File: src/rtl/fetch_unit_pkg.sv
// Shared definitions for the instruction-fetch front end: queue entry layout,
// the NOP encoding used for misaligned markers and the fetch halt states.
package fetch_unit_pkg;

    localparam logic [31:0] NOP_INST = 32'h0000_0013;

    // Queue entry layout: {pc, instruction, misaligned}
    localparam int FQ_MIS_BIT  = 0;
    localparam int FQ_DATA_LSB = 1;
    localparam int FQ_PC_LSB   = 33;

    typedef enum logic [0:0] {
        FETCH_RUN    = 1'b0,
        FETCH_HALTED = 1'b1
    } fetch_state_e;

    function automatic int fqEntryW(input int xlen);
        return xlen + 33;
    endfunction

endpackage

File: src/rtl/fetch_unit_fifo.sv
// Synchronous fetch queue with flush. A flush empties the queue but may
// accept a push in the same cycle, which lands in slot 0.
module fetch_unit_fifo
    import fetch_unit_pkg::*;
#(
    parameter int DEPTH = 4,
    parameter int WIDTH = 65
) (
    input  logic                       clk,
    input  logic                       resetb,
    input  logic                       flush_i,
    input  logic                       push_i,
    input  logic                       pop_i,
    input  logic [WIDTH-1:0]           push_data_i,
    output logic [WIDTH-1:0]           head_data_o,
    output logic [$clog2(DEPTH+1)-1:0] count_o
);

    localparam int PW = $clog2(DEPTH);
    localparam int CW = $clog2(DEPTH+1);

    logic [WIDTH-1:0] mem_q [DEPTH];
    logic [PW-1:0]    rdPtr_q;
    logic [PW-1:0]    wrPtr_q;
    logic [CW-1:0]    count_q;
    logic [PW-1:0]    wrIdx;
    logic             doPop;

    // Pop only a valid head; a flush restarts writing at slot 0
    always_comb begin
        doPop = pop_i && (count_q != '0);
        wrIdx = flush_i ? PW'(0) : wrPtr_q;
    end

    // Pointer and occupancy bookkeeping; pointers wrap naturally at DEPTH
    always_ff @(posedge clk) begin
        if (!resetb) begin
            rdPtr_q <= '0;
            wrPtr_q <= '0;
            count_q <= '0;
        end else if (flush_i) begin
            rdPtr_q <= '0;
            wrPtr_q <= push_i ? PW'(1) : PW'(0);
            count_q <= push_i ? CW'(1) : CW'(0);
        end else begin
            if (push_i) begin
                wrPtr_q <= wrPtr_q + PW'(1);
            end
            if (doPop) begin
                rdPtr_q <= rdPtr_q + PW'(1);
            end
            count_q <= count_q + CW'(push_i) - CW'(doPop);
        end
    end

    // Entry storage needs no reset; occupancy decides what is visible
    always_ff @(posedge clk) begin
        if (resetb && push_i) begin
            mem_q[wrIdx] <= push_data_i;
        end
    end

    assign head_data_o = mem_q[rdPtr_q];
    assign count_o     = count_q;

endmodule

File: src/rtl/fetch_unit.sv
// Decoupled instruction-fetch front end. Requests go out on a valid/ready
// channel, responses return in order and are queued with their PC for decode.
// Issue is credit-limited so the queue can always absorb every live response.
module fetch_unit
    import fetch_unit_pkg::*;
#(
    parameter int              XLEN         = 32,
    parameter int              DEPTH        = 4,
    parameter int              MAX_INFLIGHT = 2,
    parameter logic [XLEN-1:0] RESET_VECTOR = '0
) (
    input  logic            clk,
    input  logic            resetb,
    output logic            im_req_valid,
    input  logic            im_req_ready,
    output logic [XLEN-1:0] im_req_addr,
    input  logic            im_rsp_valid,
    input  logic [31:0]     im_rsp_data,
    input  logic            redirect_valid,
    input  logic [XLEN-1:0] redirect_pc,
    output logic            fd_valid,
    input  logic            fd_ready,
    output logic [31:0]     fd_inst,
    output logic [XLEN-1:0] fd_pc,
    output logic            fd_misaligned
);

    localparam int EW = fqEntryW(XLEN);
    localparam int IW = $clog2(MAX_INFLIGHT+1);
    localparam int CW = $clog2(DEPTH+1);

    fetch_state_e    state_q, state_d;
    logic            halted;
    logic [XLEN-1:0] fetchPc_q, fetchPc_d;
    logic [XLEN-1:0] rspPc_q, rspPc_d;
    logic [IW-1:0]   live_q, live_d;
    logic [IW-1:0]   discard_q, discard_d;

    logic            redirMis;
    logic            haltedEff;
    logic [CW-1:0]   countEff;
    logic [IW-1:0]   liveEff;
    logic            reqValid;
    logic [XLEN-1:0] reqAddr;
    logic            handshake;
    logic            rspKeep;
    logic [IW-1:0]   rspSub;

    logic            fifoPush;
    logic            fifoPop;
    logic [EW-1:0]   fifoPushData;
    logic [EW-1:0]   fifoHead;
    logic [CW-1:0]   fifoCount;

    // Issue decision: a redirect takes effect immediately on the request path
    always_comb begin
        redirMis  = redirect_pc[1:0] != 2'b00;
        haltedEff = redirect_valid ? redirMis : halted;
        countEff  = redirect_valid ? CW'(0) : fifoCount;
        liveEff   = redirect_valid ? IW'(0) : live_q;
        reqAddr   = redirect_valid ? redirect_pc : fetchPc_q;
        reqValid  = resetb && !haltedEff
                    && ((int'(live_q) + int'(discard_q)) < MAX_INFLIGHT)
                    && ((int'(countEff) + int'(liveEff)) < DEPTH);
        handshake = reqValid && im_req_ready;
        rspKeep   = im_rsp_valid && !redirect_valid && (discard_q == '0) && (live_q != '0);
        rspSub    = (im_rsp_valid && ((live_q != '0) || (discard_q != '0))) ? IW'(1) : IW'(0);
    end

    // Queue control: a redirect flushes and may enqueue a misaligned marker
    always_comb begin
        fifoPush     = redirect_valid ? redirMis : rspKeep;
        fifoPop      = !redirect_valid && fd_ready && (fifoCount != '0);
        fifoPushData = redirect_valid ? {redirect_pc, NOP_INST, 1'b1}
                                      : {rspPc_q, im_rsp_data, 1'b0};
    end

    // Next fetch PC, response PC and in-flight/discard counters
    always_comb begin
        fetchPc_d = fetchPc_q;
        rspPc_d   = rspPc_q;
        live_d    = live_q;
        discard_d = discard_q;
        if (redirect_valid) begin
            discard_d = discard_q + live_q - rspSub;
            live_d    = handshake ? IW'(1) : IW'(0);
            fetchPc_d = handshake ? redirect_pc + XLEN'(4) : redirect_pc;
            rspPc_d   = redirect_pc;
        end else begin
            if (handshake) begin
                live_d    = live_q + IW'(1);
                fetchPc_d = fetchPc_q + XLEN'(4);
            end
            if (im_rsp_valid) begin
                if (discard_q != '0) begin
                    discard_d = discard_q - IW'(1);
                end else if (live_q != '0) begin
                    live_d  = live_d - IW'(1);
                    rspPc_d = rspPc_q + XLEN'(4);
                end
            end
        end
    end

    // Datapath registers, cleared to the reset vector on reset
    always_ff @(posedge clk) begin
        if (!resetb) begin
            fetchPc_q <= RESET_VECTOR;
            rspPc_q   <= RESET_VECTOR;
            live_q    <= '0;
            discard_q <= '0;
        end else begin
            fetchPc_q <= fetchPc_d;
            rspPc_q   <= rspPc_d;
            live_q    <= live_d;
            discard_q <= discard_d;
        end
    end

    // Halt state register
    always_ff @(posedge clk) begin
        if (!resetb) begin
            state_q <= FETCH_RUN;
        end else begin
            state_q <= state_d;
        end
    end

    // Only a redirect changes the halt state; its alignment decides which way
    always_comb begin
        state_d = state_q;
        if (redirect_valid) begin
            state_d = redirMis ? FETCH_HALTED : FETCH_RUN;
        end
    end

    // Halt state output
    always_comb begin
        halted = (state_q == FETCH_HALTED);
    end

    fetch_unit_fifo #(
        .DEPTH (DEPTH),
        .WIDTH (EW)
    ) u_fifo (
        .clk         (clk),
        .resetb      (resetb),
        .flush_i     (redirect_valid),
        .push_i      (fifoPush),
        .pop_i       (fifoPop),
        .push_data_i (fifoPushData),
        .head_data_o (fifoHead),
        .count_o     (fifoCount)
    );

    // All outputs are forced low while reset is asserted
    always_comb begin
        im_req_valid  = reqValid;
        im_req_addr   = resetb ? reqAddr : '0;
        fd_valid      = resetb && (fifoCount != '0);
        fd_inst       = resetb ? fifoHead[FQ_DATA_LSB +: 32] : '0;
        fd_pc         = resetb ? fifoHead[FQ_PC_LSB +: XLEN] : '0;
        fd_misaligned = resetb && fd_valid && fifoHead[FQ_MIS_BIT];
    end

    // Bookkeeping invariants of the credit scheme
    always @(posedge clk) begin
        if (resetb) begin
            assert ((int'(live_q) + int'(discard_q)) <= MAX_INFLIGHT);
            assert (int'(fifoCount) <= DEPTH);
            assert (!(im_rsp_valid && (live_q == '0) && (discard_q == '0)));
        end
    end

endmodule

File: config.mk
export PLATFORM = sky130hd
export DESIGN_NAME = fetch_unit
export DESIGN_NICKNAME = d
export VERILOG_FILES = /design/src/rtl/fetch_unit_pkg.sv /design/src/rtl/fetch_unit_fifo.sv /design/src/rtl/fetch_unit.sv
export SDC_FILE = /design/constraint.sdc
export NUM_CORES = 1
export LEC_CHECK = 0
export BUFFER_PORTS_ARGS = -buffer_cell sky130_fd_sc_hd__buf_2
export CORE_MARGIN = 2
export CORE_UTILIZATION = 45
export CTS_BUF_LIST = sky130_fd_sc_hd__clkbuf_8
export DETAILED_ROUTE_END_ITERATION = 10
export PLACE_DENSITY_LB_ADDON = 0.3
export SLEW_MARGIN = 10
export SYNTH_ARGS = -nofsm -noshare
export SYNTH_HDL_FRONTEND = slang
export SYNTH_SLANG_ARGS = --single-unit
File: constraint.sdc
create_clock -name clk -period 10.1 [get_ports clk]
set_input_delay 2.02 -clock clk [delete_from_list [all_inputs] [get_ports clk]]
set_output_delay 2.02 -clock clk [all_outputs]
set_load 0.02 [all_outputs]
==> reports/metrics.json, run 1 <==
{
  "worst_setup_path": {
    "crit_fanout": 44,
    "critPathTopFamily": "buffers and inverters",
    "cpPeakStageDelay_ns": 0.46,
    "timing.critical_path.to_type": "primary output",
    "setup.worst_path.start_class": "input port",
    "cp_cell_sequence": "buf_4 -> buf_4 -> nor2_1 -> ha_1 -> nor4b_4 -> o21ai_0 -> nor2_1 -> buf_2",
    "worstSetupPathType": "in2out",
    "wp_data_arrival_ns": 4.23,
    "cp.required_ns": 8.08,
    "slowest_stage": "sky130_fd_sc_hd__nor4b_4",
    "critPathBufInv": 3
  },
  "global_routing": {
    "antenna_violations_before_repair": 0,
    "grt.overflow.total": 0,
    "number_of_global_route_vias_before_repair": 9753,
    "grt_pass1_wl_mm": 54.7,
    "largest_net_degree_at_the_start_of_global_routing": 93,
    "grt_util_all_layers_pct": 19.6
  },
  "power": {
    "irDropWorstVdd_mv": 0.0787,
    "switching_share_pct": 25.2,
    "power.combinational.fraction_pct": 11.2,
    "power.leakage_nw": 6.35,
    "power.clock.fraction_pct": 36.7,
    "power_per_cell_area_nw_per_um2": 171,
    "cellInternalPower_mw": 2.27,
    "power_frac_seq_pct": 52.0,
    "p_sw_mw": 0.765
  },
  "clock_tree": {
    "holdBufCountCts": 0,
    "htree_num_levels": 2,
    "cts.reportedPaths.clkPinSlew_ns": 0.06,
    "cts-resized-gates": 0,
    "clk-insertion-delay-late_ns": 0.59,
    "post_cts_buffers": 0,
    "clkSinkCount": 338,
    "number_of_buffers_created_by_cts": 56,
    "cts_tree": "done",
    "cts_buffer_depth": 3,
    "ctsRootBufferMaster": "sky130_fd_sc_hd__clkbuf_8"
  },
  "layout": {
    "footprint_of_the_multi_input_gates_um2": 5670,
    "stdcell_area_um2": 17700,
    "seqCellArea_um2": 9370,
    "design.final.nets": 1425,
    "fillCellCount": 2933,
    "layout.core_utilization_pct": 52.7,
    "final_cells": 1836,
    "num_antenna_cells": 0,
    "area_delta_synth_final_pct": 15.2,
    "post_route_cells_drive_above_1_share_pct": 24.9
  },
  "place": {
    "dpl.cell_count": 1732,
    "dp_hpwl_mm": 22.2,
    "place.gp.congestion": 0.864,
    "post-place-ws_ns": 3.82,
    "count_of_port_buffers_added_during_placement": 168,
    "placedInstanceArea_um2": 16700
  },
  "die": {
    "dieWidth_um": 189,
    "area_inside_the_core_boundary_um2": 33600,
    "fp-row-count": 67,
    "fp.dieArea_um2": 35700,
    "num_io_pins": 169,
    "die_height_um": 189,
    "initial_core_util_pct": 45.8
  },
  "routing": {
    "antenna_violating_nets_post_route": 0,
    "firstDrtPassIters": 5,
    "drc": 0,
    "detail_route.vias_per_cell": 5.47,
    "wire_per_inst_um": 19.2,
    "routed-via-count": 10048,
    "detail_route.wirelength_mm": 35.2,
    "violation_count_after_the_first_detailed_route_iteration": 579
  },
  "sta": {
    "timing.max_slew.rel_slack_pct": 29.6,
    "setup_slack_ns": 3.85,
    "layout_worst_path_cycle_share_pct": 61.9,
    "finalSetupViolations": 0,
    "achievable-frequency_ghz": 0.160,
    "setup_repair_after_global_routing_missed_its_margin": "false",
    "worstMarginPinSlew_ns": 1.06,
    "timing.final.max_slew_violations": 0,
    "hold_viol_final": 0,
    "final_period_minus_worst_setup_slack_ns": 6.25,
    "final.setup.tns_ns": 0,
    "fin_worst_skew_ns": 0.0210
  },
  "logic_synthesis": {
    "yosys_warnings": 0,
    "syn_nets": 1248,
    "synth.cell_area_um2": 15400,
    "synth-async-reset-ratio_pct": 0,
    "ys_types": 54,
    "post_synth.cell_area_avg_um2": 13.2,
    "synth_edf_count": 260,
    "seq_area_frac_synth_pct": 60.9,
    "ys_dominant_reg_cell": "sky130_fd_sc_hd__edfxtp_1",
    "synth_seq_cells": 338,
    "postSynthCellCount": 1165
  },
  "job": {
    "max-cap-violations": 0
  },
  "run_status": {
    "status": "completed"
  },
  "hold_path": {
    "worstHoldPathType": "reg2reg"
  }
}
cell usage after synthesis, types with 4 or more instances:
| library cell | count | share of area (%) |
|---|---|---|
| sky130_fd_sc_hd__nor2_1 | 38 | 0.93 |
| sky130_fd_sc_hd__o21ai_0 | 33 | 1.1 |
| sky130_fd_sc_hd__and3_1 | 13 | 0.53 |
| sky130_fd_sc_hd__nand3_1 | 34 | 1.1 |
| sky130_fd_sc_hd__inv_1 | 32 | 0.78 |
| sky130_fd_sc_hd__nand2b_1 | 49 | 2.0 |
| sky130_fd_sc_hd__nand4_1 | 28 | 1.1 |
| sky130_fd_sc_hd__buf_1 | 7 | 0.17 |
| sky130_fd_sc_hd__o22ai_1 | 24 | 0.98 |
| sky130_fd_sc_hd__clkbuf_1 | 53 | 1.3 |
| sky130_fd_sc_hd__a211oi_1 | 4 | 0.20 |
| sky130_fd_sc_hd__edfxtp_1 | 260 | 51 |
| sky130_fd_sc_hd__a21oi_1 | 53 | 1.7 |
| sky130_fd_sc_hd__xnor2_1 | 32 | 1.8 |
| sky130_fd_sc_hd__nor2b_1 | 34 | 1.4 |
| sky130_fd_sc_hd__or2_2 | 4 | 0.16 |
| sky130_fd_sc_hd__ha_1 | 11 | 0.89 |
| sky130_fd_sc_hd__mux2_2 | 11 | 0.81 |
| sky130_fd_sc_hd__xor2_1 | 36 | 2.0 |
| sky130_fd_sc_hd__and4_1 | 14 | 0.80 |
| sky130_fd_sc_hd__and2_1 | 81 | 3.3 |
| sky130_fd_sc_hd__o211a_1 | 7 | 0.46 |
| sky130_fd_sc_hd__a31oi_1 | 7 | 0.28 |
| sky130_fd_sc_hd__dfxtp_1 | 78 | 10 |
| sky130_fd_sc_hd__nand3b_1 | 6 | 0.29 |
| sky130_fd_sc_hd__nor3_1 | 13 | 0.42 |
| sky130_fd_sc_hd__mux4_2 | 66 | 9.7 |
| sky130_fd_sc_hd__nand2_1 | 100 | 2.4 |
layout by cell type, fill, tap and decap left out, types with 4 or more instances in the layout:
cell type,synthesis,layout
sky130_fd_sc_hd__mux2_2,11,11
sky130_fd_sc_hd__edfxtp_1,260,260
sky130_fd_sc_hd__inv_1,32,59
sky130_fd_sc_hd__clkbuf_8,0,59
sky130_fd_sc_hd__and2_1,81,81
sky130_fd_sc_hd__a31oi_1,7,7
sky130_fd_sc_hd__or2_2,4,4
sky130_fd_sc_hd__nand2b_1,49,49
sky130_fd_sc_hd__nor3_1,13,12
sky130_fd_sc_hd__nor2b_1,34,34
sky130_fd_sc_hd__xnor2_1,32,32
sky130_fd_sc_hd__a21oi_1,53,53
sky130_fd_sc_hd__nand3_1,34,34
sky130_fd_sc_hd__and4_1,14,14
sky130_fd_sc_hd__dfxtp_1,78,76
sky130_fd_sc_hd__and3_1,13,12
sky130_fd_sc_hd__ha_1,11,11
sky130_fd_sc_hd__buf_4,2,15
sky130_fd_sc_hd__o21ai_0,33,33
sky130_fd_sc_hd__xor2_1,36,36
sky130_fd_sc_hd__nand4_1,28,28
sky130_fd_sc_hd__nand2_1,100,100
sky130_fd_sc_hd__o22ai_1,24,24
sky130_fd_sc_hd__clkinv_1,0,9
sky130_fd_sc_hd__mux4_2,66,66
sky130_fd_sc_hd__a211oi_1,4,4
sky130_fd_sc_hd__buf_2,1,167
sky130_fd_sc_hd__nand3b_1,6,6
sky130_fd_sc_hd__o211a_1,7,7
sky130_fd_sc_hd__nor2_1,38,36
worst paths after layout:
path,start,endpoint,slack (ns),cells after the start
setup / recovery,redirect_valid,im_req_valid,3.85,8
hold / removal,fetchPc_q[1],fetchPc_q[1],0.49,2
setup reg to reg,live_q[0],u_fifo.mem_q[0][9],6.60,7
hold reg to reg,fetchPc_q[1],fetchPc_q[1],0.49,2
registers in the layout, indices dropped and copies added (netlist names), named ones only:
signal,count
discard_q,2
fetchPc_q,32
halted,1
live_q,2
rspPc_q,32
u_fifo.count_o,3
u_fifo.mem_q,260
u_fifo.rdPtr_q,2
u_fifo.wrPtr_q,2
logic make-up (layout without fill, tap and decap cells):
family	Yosys count	in the layout	share of synthesized area (%)
adder cells (fa/ha/maj)	13	13	1.15
AND/OR/NAND/NOR	433	433	15.8
AO/OA/AOI/OAI	140	140	5.36
XOR/XNOR	68	68	3.87
multiplexers	78	78	10.5
buffers and inverters	95	318	2.37
flip-flops	338	338	60.9
worst min-delay path: cells and delay by family, from the launching register on:
family           cells  cell delay (ns)
flip-flops           1             0.30
AND/OR/NAND/NOR      1             0.08
AO/OA/AOI/OAI        1             0.06
stage by stage:
step	hold slack, ns	total power [mW]
global placement	0.468	1.94
floorplan	0.444	1.84
finish	0.487	3.04
detailed placement	0.476	1.95
global route	0.500	3.17
CTS	0.487	3.08
final cells by class:
cell class              count  share of cell area, %
well taps                 448                   3.16
multi-input cells         732                   32.0
clock inverters            45                   1.34
clock buffers              59                   4.58
flip-flops and latches    338                   52.9
inverters                  32                  0.678
repair buffers            182                   5.35
power by group through the flow:
stage	sequential, mW	clock (mW)	combinational, mW
2_1_floorplan	1.60	0	0.239
3_3_place_gp	1.61	0	0.337
3_5_place_dp	1.61	0	0.342
4_1_cts	1.58	1.15	0.344
5_1_grt	1.59	1.20	0.377
6_report	1.58	1.12	0.342
routing by layer:
metal,GRT usage (%),up-vias,wire [um],part of all wire [%]
met5,0,-,0,0
met4,5.38,0,679,1.9
met3,3.28,54,2330,6.6
met2,30.6,369,16000,45
met1,28.5,4930,16200,46
li1,-,4695,-,-
Power figures use the tool's default switching activity.
==> run 2, diff against run 1 <==
- clock period: 10.1 -> 5.5 ns (I/O delays scaled with it)
==> run 2 against run 1 <==
  * Register-to-register slack lost 4.4 ns
  * Power grew 83%
  * Non-clock buffer count grew 2
  * Highest routed layer unchanged
==> reports/metrics.json, run 2 (synthesis gave the netlist of run 1 again) <==
{
  "run_status": {
    "status": "completed"
  },
  "worst_setup_path": {
    "cp_cell_sequence": "buf_4 -> buf_4 -> nand2_1 -> a21oi_1 -> buf_2",
    "crit_fanout": {"value": 93, "change": "+110%"},
    "wp_data_arrival": {"value": 2.91, "unit": "ns", "change": "-1.32 ns"},
    "timing.critical_path.to_type": "primary output",
    "timing.rr.start": "live_q[0]",
    "worstSetupPathType": "in2out",
    "critPathBufInv": {"value": 3, "change": "unchanged"},
    "timing.critical_path.from": "redirect_valid",
    "cp.required": {"value": 4.40, "unit": "ns", "change": "-3.68 ns"},
    "setup.worst_path.start_class": "input port",
    "cpPeakStageDelay": {"value": 0.67, "unit": "ns", "change": "+0.21 ns"},
    "timing.critical_path.mode_cell": "sky130_fd_sc_hd__buf_4",
    "slowest_stage": "sky130_fd_sc_hd__buf_4",
    "critPathTopFamily": "buffers and inverters"
  },
  "layout": {
    "fillCellCount": {"value": 2889, "change": "-1.5%"},
    "post_route_cells_drive_above_1_share": {"value": 25.4, "unit": "%", "change": "+0.50 points"},
    "layout.cells.most_common_list": "sky130_fd_sc_hd__edfxtp_1 (260), sky130_fd_sc_hd__buf_2 (167), sky130_fd_sc_hd__nand2_1 (100)",
    "largest_registers": "u_fifo.mem_q: 260 flops, fetchPc_q: 32 flops, rspPc_q: 32 flops",
    "num_antenna_cells": {"value": 0, "change": "unchanged"},
    "largest_reg_flops": {"value": 260, "change": "unchanged"},
    "area_delta_synth_final": {"value": 15.2, "unit": "%", "change": "about the same"},
    "largest_register": "u_fifo.mem_q",
    "design.final.nets": {"value": 1426, "change": "+0.070%"},
    "seqCellArea": {"value": 9370, "unit": "um2", "change": "unchanged"},
    "stdcell_area": {"value": 17700, "unit": "um2", "change": "about the same"},
    "final_common_cell": "sky130_fd_sc_hd__edfxtp_1",
    "footprint_of_the_multi_input_gates": {"value": 5680, "unit": "um2", "change": "+0.11%"},
    "final_cells": {"value": 1836, "change": "unchanged"}
  },
  "clock_tree": {
    "number_of_buffers_created_by_cts": {"value": 55, "change": "-1.8%"},
    "cts-resized-gates": {"value": 0, "change": "unchanged"},
    "cts.reportedPaths.clkPinSlew": {"value": 0.06, "unit": "ns", "change": "about the same"},
    "cts_tree": "done",
    "clkSinkCount": {"value": 338, "change": "unchanged"},
    "cts_buffer_depth": {"value": 3, "change": "unchanged"},
    "ctsRootBufferMaster": "sky130_fd_sc_hd__clkbuf_8",
    "post_cts_buffers": {"value": 0, "change": "unchanged"},
    "holdBufCountCts": {"value": 0, "change": "unchanged"},
    "clk-insertion-delay-late": {"value": 0.58, "unit": "ns", "change": "about the same"},
    "htree_num_levels": {"value": 2, "change": "unchanged"}
  },
  "routing": {
    "violation_count_after_the_first_detailed_route_iteration": {"value": 590, "change": "+1.9%"},
    "wire_per_inst": {"value": 19.3, "unit": "um", "change": "+0.71%"},
    "routed-via-count": {"value": 10051, "change": "+0.030%"},
    "detail_route.vias_per_cell": {"value": 5.47, "change": "about the same"},
    "firstDrtPassIters": {"value": 5, "change": "unchanged"},
    "detail_route.wirelength": {"value": 35.5, "unit": "mm", "change": "+0.71%"},
    "antenna_violating_nets_post_route": {"value": 0, "change": "unchanged"},
    "drc": {"value": 0, "change": "unchanged"}
  },
  "global_routing": {
    "grt.overflow.total": {"value": 0, "change": "unchanged"},
    "number_of_global_route_vias_before_repair": {"value": 9924, "change": "+1.8%"},
    "grt_pass1_wl": {"value": 55.4, "unit": "mm", "change": "+1.3%"},
    "groute.layer.met2.usage": {"value": 31.1, "unit": "%", "change": "+0.56 points"},
    "largest_net_degree_at_the_start_of_global_routing": {"value": 94, "change": "+1.1%"},
    "global_route.usage.met3": {"value": 3.91, "unit": "%", "change": "+0.63 points"},
    "grt_util_all_layers": {"value": 19.9, "unit": "%", "change": "+0.34 points"},
    "grt_busiest_layer": "met2",
    "met1_usage": {"value": 28.4, "unit": "%", "change": "-0.087 points"},
    "antenna_violations_before_repair": {"value": 0, "change": "unchanged"}
  },
  "power": {
    "power.leakage": {"value": 6.31, "unit": "nW", "change": "-0.65%"},
    "power_per_cell_area": {"value": 313, "unit": "nW/um2", "change": "+83%"},
    "irDropWorstVdd": {"value": 0.157, "unit": "mV", "change": "+100%"}
  },
  "sta": {
    "finalSetupViolations": {"value": 0, "change": "unchanged"},
    "setup_repair_after_global_routing_missed_its_margin": "false",
    "worstMarginPinSlew": {"value": 0.997, "unit": "ns", "change": "-0.0587 ns"},
    "achievable-frequency_ghz": 0.250,
    "layout_worst_path_cycle_share_pct": 72.9,
    "timing.final.max_slew_violations": {"value": 0, "change": "unchanged"},
    "hold_viol_final": {"value": 0, "change": "unchanged"},
    "timing.max_slew.rel_slack": {"value": 33.5, "unit": "%", "change": "+3.9 points"},
    "final_period_minus_worst_setup_slack_ns": 4.01,
    "final.setup.tns": {"value": 0, "unit": "ns", "change": "unchanged"},
    "fin_worst_skew": {"value": 0.0158, "unit": "ns", "change": "-0.00517 ns"}
  },
  "place": {
    "count_of_port_buffers_added_during_placement": {"value": 168, "change": "unchanged"},
    "placedInstanceArea": {"value": 16700, "unit": "um2", "change": "+0.13%"},
    "dpl.cell_count": {"value": 1734, "change": "+0.12%"},
    "dp_hpwl": {"value": 22.9, "unit": "mm", "change": "+3.3%"},
    "place.gp.congestion": {"value": 0.886, "change": "+2.5%"}
  },
  "die": {
    "area_inside_the_core_boundary": {"value": 33600, "unit": "um2", "change": "unchanged"},
    "die_height": {"value": 189, "unit": "um", "change": "unchanged"},
    "initial_core_util": {"value": 45.8, "unit": "%", "change": "unchanged"},
    "fp-row-count": {"value": 67, "change": "unchanged"},
    "num_io_pins": {"value": 169, "change": "unchanged"},
    "fp.dieArea": {"value": 35700, "unit": "um2", "change": "unchanged"},
    "dieWidth": {"value": 189, "unit": "um", "change": "unchanged"}
  },
  "hold_path": {
    "min_from": "fetchPc_q[1]",
    "worstHoldPathType": "reg2reg"
  },
  "job": {
    "max-cap-violations": {"value": 0, "change": "unchanged"}
  }
}
==> run 2: stage by stage <==
step                      util (%)  hold WS, ns  power (mW)  worst slack [ns]
final                         52.7        0.487        5.56              1.49
after global routing          52.7        0.525        5.81              1.32
after CTS                     52.7        0.487        5.62              1.44
after detailed placement      49.7        0.477        3.59              1.49
after global placement        49.7        0.468        3.58              1.53
after floorplan                  -        0.444        3.38             0.465
==> run 2: report_power, final <==
group | leakage [nW] | total (mW) | internal (mW) | switching [mW]
logic | 2.69 | 0.626 | 0.249 | 0.377
clock network | 0.580 | 2.02 | 1.05 | 0.977
registers | 3.03 | 2.91 | 2.84 | 0.0628
==> run 2: layout make-up <==
class,instances,share of cell area [%]
tap,448,3.16
timing repair buffer,184,5.44
sequential,338,52.9
clock buffer,56,4.35
inverter,32,0.678
multi-input combinational,732,32.1
clock inverter,46,1.42
==> run 2: final timing paths <==
| kind | slack (ns) | endpoint | cells after the start |
|---|---|---|---|
| setup / recovery | 1.49 | im_req_addr[26] | 5 |
| hold / removal | 0.49 | fetchPc_q[1] | 2 |
| setup reg to reg | 2.23 | fetchPc_q[30] | 9 |
| hold reg to reg | 0.49 | fetchPc_q[1] | 2 |
==> run 2: layer usage <==
layer	share of wire, %	vias up	wire length [um]
met3	7.0	60	2500
met5	0	-	0
met2	45	358	16100
li1	-	4692	-
met1	45	4941	16100
met4	2.3	0	815
==> run 2: worst reg2reg max path, cell delays in order, from the launching register on <==
cell,delay [ns]
sky130_fd_sc_hd__dfxtp_1,0.43
sky130_fd_sc_hd__inv_1,0.11
sky130_fd_sc_hd__nor2_1,0.14
sky130_fd_sc_hd__fa_1,0.47
sky130_fd_sc_hd__nor4b_4,0.50
sky130_fd_sc_hd__nand4_4,0.20
sky130_fd_sc_hd__or4_1,0.63
sky130_fd_sc_hd__or3b_1,0.43
sky130_fd_sc_hd__xor2_1,0.14
sky130_fd_sc_hd__o22ai_1,0.09
==> run 3, diff against run 2 <==
- clock period: 5.5 -> 3.8 ns (I/O delays scaled with it)
==> run 3 against run 2 <==
  * Critical path depth rose by 3
  * Sequential share of layout area decreased by 0.77 points
  * Combinational power up 50%
  * Clock skew is 0.0094 ns higher
  * Cell area grew 1.5%
  * Global-route usage rose by 0.22 points
  * Via count rose by 0.64%
  * Core utilization is 0.78 points higher
  * Die area unchanged
  * Largest power group unchanged
  * Highest routed layer unchanged
==> reports/metrics.json, run 3 (synthesis gave the netlist of run 1 again) <==
{
  "sta": {
    "timing.final.max_slew_violations": {"value": 0, "change": "unchanged"},
    "final.setup.tns": {"value": 0, "unit": "ns", "change": "unchanged"},
    "finalSetupViolations": {"value": 0, "change": "unchanged"},
    "worstMarginPinSlew": {"value": 0.919, "unit": "ns", "change": "-0.0781 ns"},
    "achievable-frequency_ghz": 0.287,
    "setup_repair_after_global_routing_missed_its_margin": "false",
    "final_period_minus_worst_setup_slack_ns": 3.48,
    "fin_worst_skew": {"value": 0.0252, "unit": "ns", "change": "+0.00937 ns"},
    "timing.max_slew.rel_slack": {"value": 38.6, "unit": "%", "change": "+5.1 points"},
    "hold_viol_final": {"value": 0, "change": "unchanged"},
    "layout_worst_path_cycle_share_pct": 91.6
  },
  "die": {
    "fp-row-count": {"value": 67, "change": "unchanged"},
    "area_inside_the_core_boundary": {"value": 33600, "unit": "um2", "change": "unchanged"},
    "dieWidth": {"value": 189, "unit": "um", "change": "unchanged"},
    "die_height": {"value": 189, "unit": "um", "change": "unchanged"},
    "fp.dieArea": {"value": 35700, "unit": "um2", "change": "unchanged"},
    "initial_core_util": {"value": 45.8, "unit": "%", "change": "unchanged"},
    "num_io_pins": {"value": 169, "change": "unchanged"}
  },
  "clock_tree": {
    "cts-resized-gates": {"value": 0, "change": "unchanged"},
    "cts.reportedPaths.clkPinSlew": {"value": 0.06, "unit": "ns", "change": "about the same"},
    "cts_buffer_depth": {"value": 3, "change": "unchanged"},
    "number_of_buffers_created_by_cts": {"value": 56, "change": "+1.8%"},
    "htree_num_levels": {"value": 2, "change": "unchanged"},
    "holdBufCountCts": {"value": 0, "change": "unchanged"},
    "clkSinkCount": {"value": 338, "change": "unchanged"},
    "clk-insertion-delay-late": {"value": 0.59, "unit": "ns", "change": "about the same"},
    "cts_tree": "done",
    "ctsRootBufferMaster": "sky130_fd_sc_hd__clkbuf_8",
    "post_cts_buffers": {"value": 0, "change": "unchanged"}
  },
  "power": {
    "power.leakage": {"value": 6.44, "unit": "nW", "change": "+2.1%"},
    "switching_share": {"value": 25.6, "unit": "%", "change": "+0.070 points"},
    "irDropWorstVdd": {"value": 0.228, "unit": "mV", "change": "+45%"},
    "p_total": {"value": 8.12, "unit": "mW", "change": "+46%"},
    "power.clock.fraction": {"value": 36.7, "unit": "%", "change": "+0.3 points"},
    "power_frac_seq": {"value": 51.7, "unit": "%", "change": "-0.6 points"},
    "cellInternalPower": {"value": 6.05, "unit": "mW", "change": "+46%"},
    "power.combinational.fraction": {"value": 11.6, "unit": "%", "change": "+0.3 points"},
    "p_sw": {"value": 2.08, "unit": "mW", "change": "+47%"},
    "power_per_cell_area": {"value": 452, "unit": "nW/um2", "change": "+44%"}
  },
  "run_status": {
    "status": "completed"
  },
  "layout": {
    "largest_register": "u_fifo.mem_q",
    "layout.cells.most_common_list": "sky130_fd_sc_hd__edfxtp_1 (260), sky130_fd_sc_hd__buf_2 (167), sky130_fd_sc_hd__nand2_1 (100)",
    "fillCellCount": {"value": 2866, "change": "-0.80%"},
    "design.final.nets": {"value": 1440, "change": "+0.98%"},
    "final_cells": {"value": 1853, "change": "+0.93%"},
    "num_antenna_cells": {"value": 0, "change": "unchanged"},
    "seqCellArea": {"value": 9370, "unit": "um2", "change": "unchanged"},
    "largest_reg_flops": {"value": 260, "change": "unchanged"},
    "area_delta_synth_final_pct": 16.9,
    "final_common_cell": "sky130_fd_sc_hd__edfxtp_1",
    "largest_registers": "u_fifo.mem_q: 260 flops, fetchPc_q: 32 flops, rspPc_q: 32 flops",
    "post_route_cells_drive_above_1_share": {"value": 26.5, "unit": "%", "change": "+1.0 points"},
    "footprint_of_the_multi_input_gates": {"value": 5680, "unit": "um2", "change": "unchanged"}
  },
  "worst_setup_path": {
    "setup.worst_path.start_class": "register",
    "cp.required": {"value": 3.04, "unit": "ns", "change": "-1.36 ns"},
    "timing.critical_path.from": "live_q[0]",
    "timing.critical_path.to_type": "primary output",
    "critical_path.reg2reg.endpoint": "fetchPc_q[30]",
    "worst-r2r-setup-slack": {"value": 0.63, "unit": "ns", "change": "-1.60 ns"},
    "ff2ff_path_depth": {"value": 9, "change": "unchanged"},
    "timing.rr.start": "live_q[0]",
    "wp_data_arrival": {"value": 2.72, "unit": "ns", "change": "-0.19 ns"},
    "crit_fanout": {"value": 6, "change": "-94%"},
    "worstSetupPathType": "reg2out"
  },
  "routing": {
    "detail_route.wirelength": {"value": 35.9, "unit": "mm", "change": "+1.1%"},
    "violation_count_after_the_first_detailed_route_iteration": {"value": 678, "change": "+15%"},
    "antenna_violating_nets_post_route": {"value": 0, "change": "unchanged"},
    "detail_route.vias_per_cell": {"value": 5.46, "change": "-0.29%"},
    "routed-via-count": {"value": 10115, "change": "+0.64%"},
    "wire_per_inst": {"value": 19.4, "unit": "um", "change": "+0.15%"},
    "drc": {"value": 0, "change": "unchanged"},
    "firstDrtPassIters": {"value": 5, "change": "unchanged"}
  },
  "global_routing": {
    "antenna_violations_before_repair": {"value": 1, "change": "+1"},
    "met1_usage": {"value": 28.4, "unit": "%", "change": "-0.050 points"},
    "global_route.usage.met3": {"value": 3.13, "unit": "%", "change": "-0.78 points"},
    "number_of_global_route_vias_before_repair": {"value": 10190, "change": "+2.7%"},
    "largest_net_degree_at_the_start_of_global_routing": {"value": 91, "change": "-3.2%"},
    "grt.overflow.total": {"value": 0, "change": "unchanged"},
    "grt_util_all_layers": {"value": 20.2, "unit": "%", "change": "+0.22 points"},
    "groute.layer.met2.usage": {"value": 33.1, "unit": "%", "change": "+1.9 points"},
    "grt_pass1_wl": {"value": 56.1, "unit": "mm", "change": "+1.1%"},
    "grt_busiest_layer": "met2"
  },
  "place": {
    "count_of_port_buffers_added_during_placement": {"value": 168, "change": "unchanged"},
    "dpl.cell_count": {"value": 1747, "change": "+0.75%"},
    "dp_hpwl": {"value": 23.3, "unit": "mm", "change": "+1.4%"},
    "place.gp.congestion": {"value": 0.855, "change": "-3.4%"}
  },
  "hold_path": {
    "min_to": "u_fifo.mem_q[0][2]",
    "worst_hold_path.num_cells": {"value": 2, "change": "unchanged"},
    "worstHoldPathType": "in2reg",
    "min_from": "im_rsp_data[1]"
  },
  "job": {
    "max-cap-violations": {"value": 0, "change": "unchanged"}
  }
}
## run 3: cell count changes in the layout (fill, tap and decap cells not counted), sizes merged
cell	before	now
clkbuf	56	64
clkinv	29	25
inv	46	48
bufinv	2	0
buf	184	197
## run 3: through the flow
stage | area, um2 | util (%) | worst slack (ns) | hold slack (ns)
after floorplan | 15400 | - | 0.0597 | 0.444
after global placement | 16900 | 50.3 | 0.453 | 0.470
after detailed placement | 16900 | 50.3 | 0.382 | 0.485
after CTS | 18000 | 53.5 | 0.268 | 0.442
after global routing | 18000 | 53.5 | 0.176 | 0.453
final | 18000 | 53.5 | 0.318 | 0.476
## run 3: routing by layer
layer  vias up  routed length (um)  share of wire [%]
li1       4733                   -                  -
met1      4950               16200                 45
met2       383               16900                 47
met3        49                2230                6.2
met4         0                 486                1.4
met5         -                   0                  0
## run 3: power by group through the flow
| stage | logic [mW] | clock network [mW] | registers, mW |
|---|---|---|---|
| floorplan | 0.637 | 0 | 4.25 |
| global placement | 0.932 | 0 | 4.27 |
| detailed placement | 0.949 | 0 | 4.28 |
| CTS | 0.952 | 3.06 | 4.20 |
| global route | 1.04 | 3.23 | 4.21 |
| finish | 0.942 | 2.98 | 4.20 |
## run 3: layout make-up
cell class                      instances  share of cell area [%]
Tap cell                              448                    3.12
Multi-Input combinational cell        732                    31.6
Sequential cell                       338                    52.1
Clock inverter                         42                    1.07
Inverter                               32                   0.668
Timing Repair Buffer                  197                    6.53
Clock buffer                           64                    4.90
## run 3: worst max-delay path, stage by stage (launching register included)
cell and delay [ns]:
sky130_fd_sc_hd__dfxtp_1 0.41, sky130_fd_sc_hd__inv_1 0.10, sky130_fd_sc_hd__nor2_1 0.12, sky130_fd_sc_hd__fa_1 0.46
sky130_fd_sc_hd__nor4b_4 0.41, sky130_fd_sc_hd__buf_4 0.20, sky130_fd_sc_hd__o21ai_0 0.08, sky130_fd_sc_hd__nor2_1 0.18
sky130_fd_sc_hd__buf_2 0.20
## run 3: worst max path at each step
stage                                 end  cells after the start  slack (ns)
after floorplan             fetchPc_q[30]                     13        0.06
after global placement    im_req_addr[22]                      6        0.45
after detailed placement  im_req_addr[22]                      6        0.38
after CTS                    im_req_valid                      8        0.27
after global routing         im_req_valid                      8        0.18
final                        im_req_valid                      8        0.32
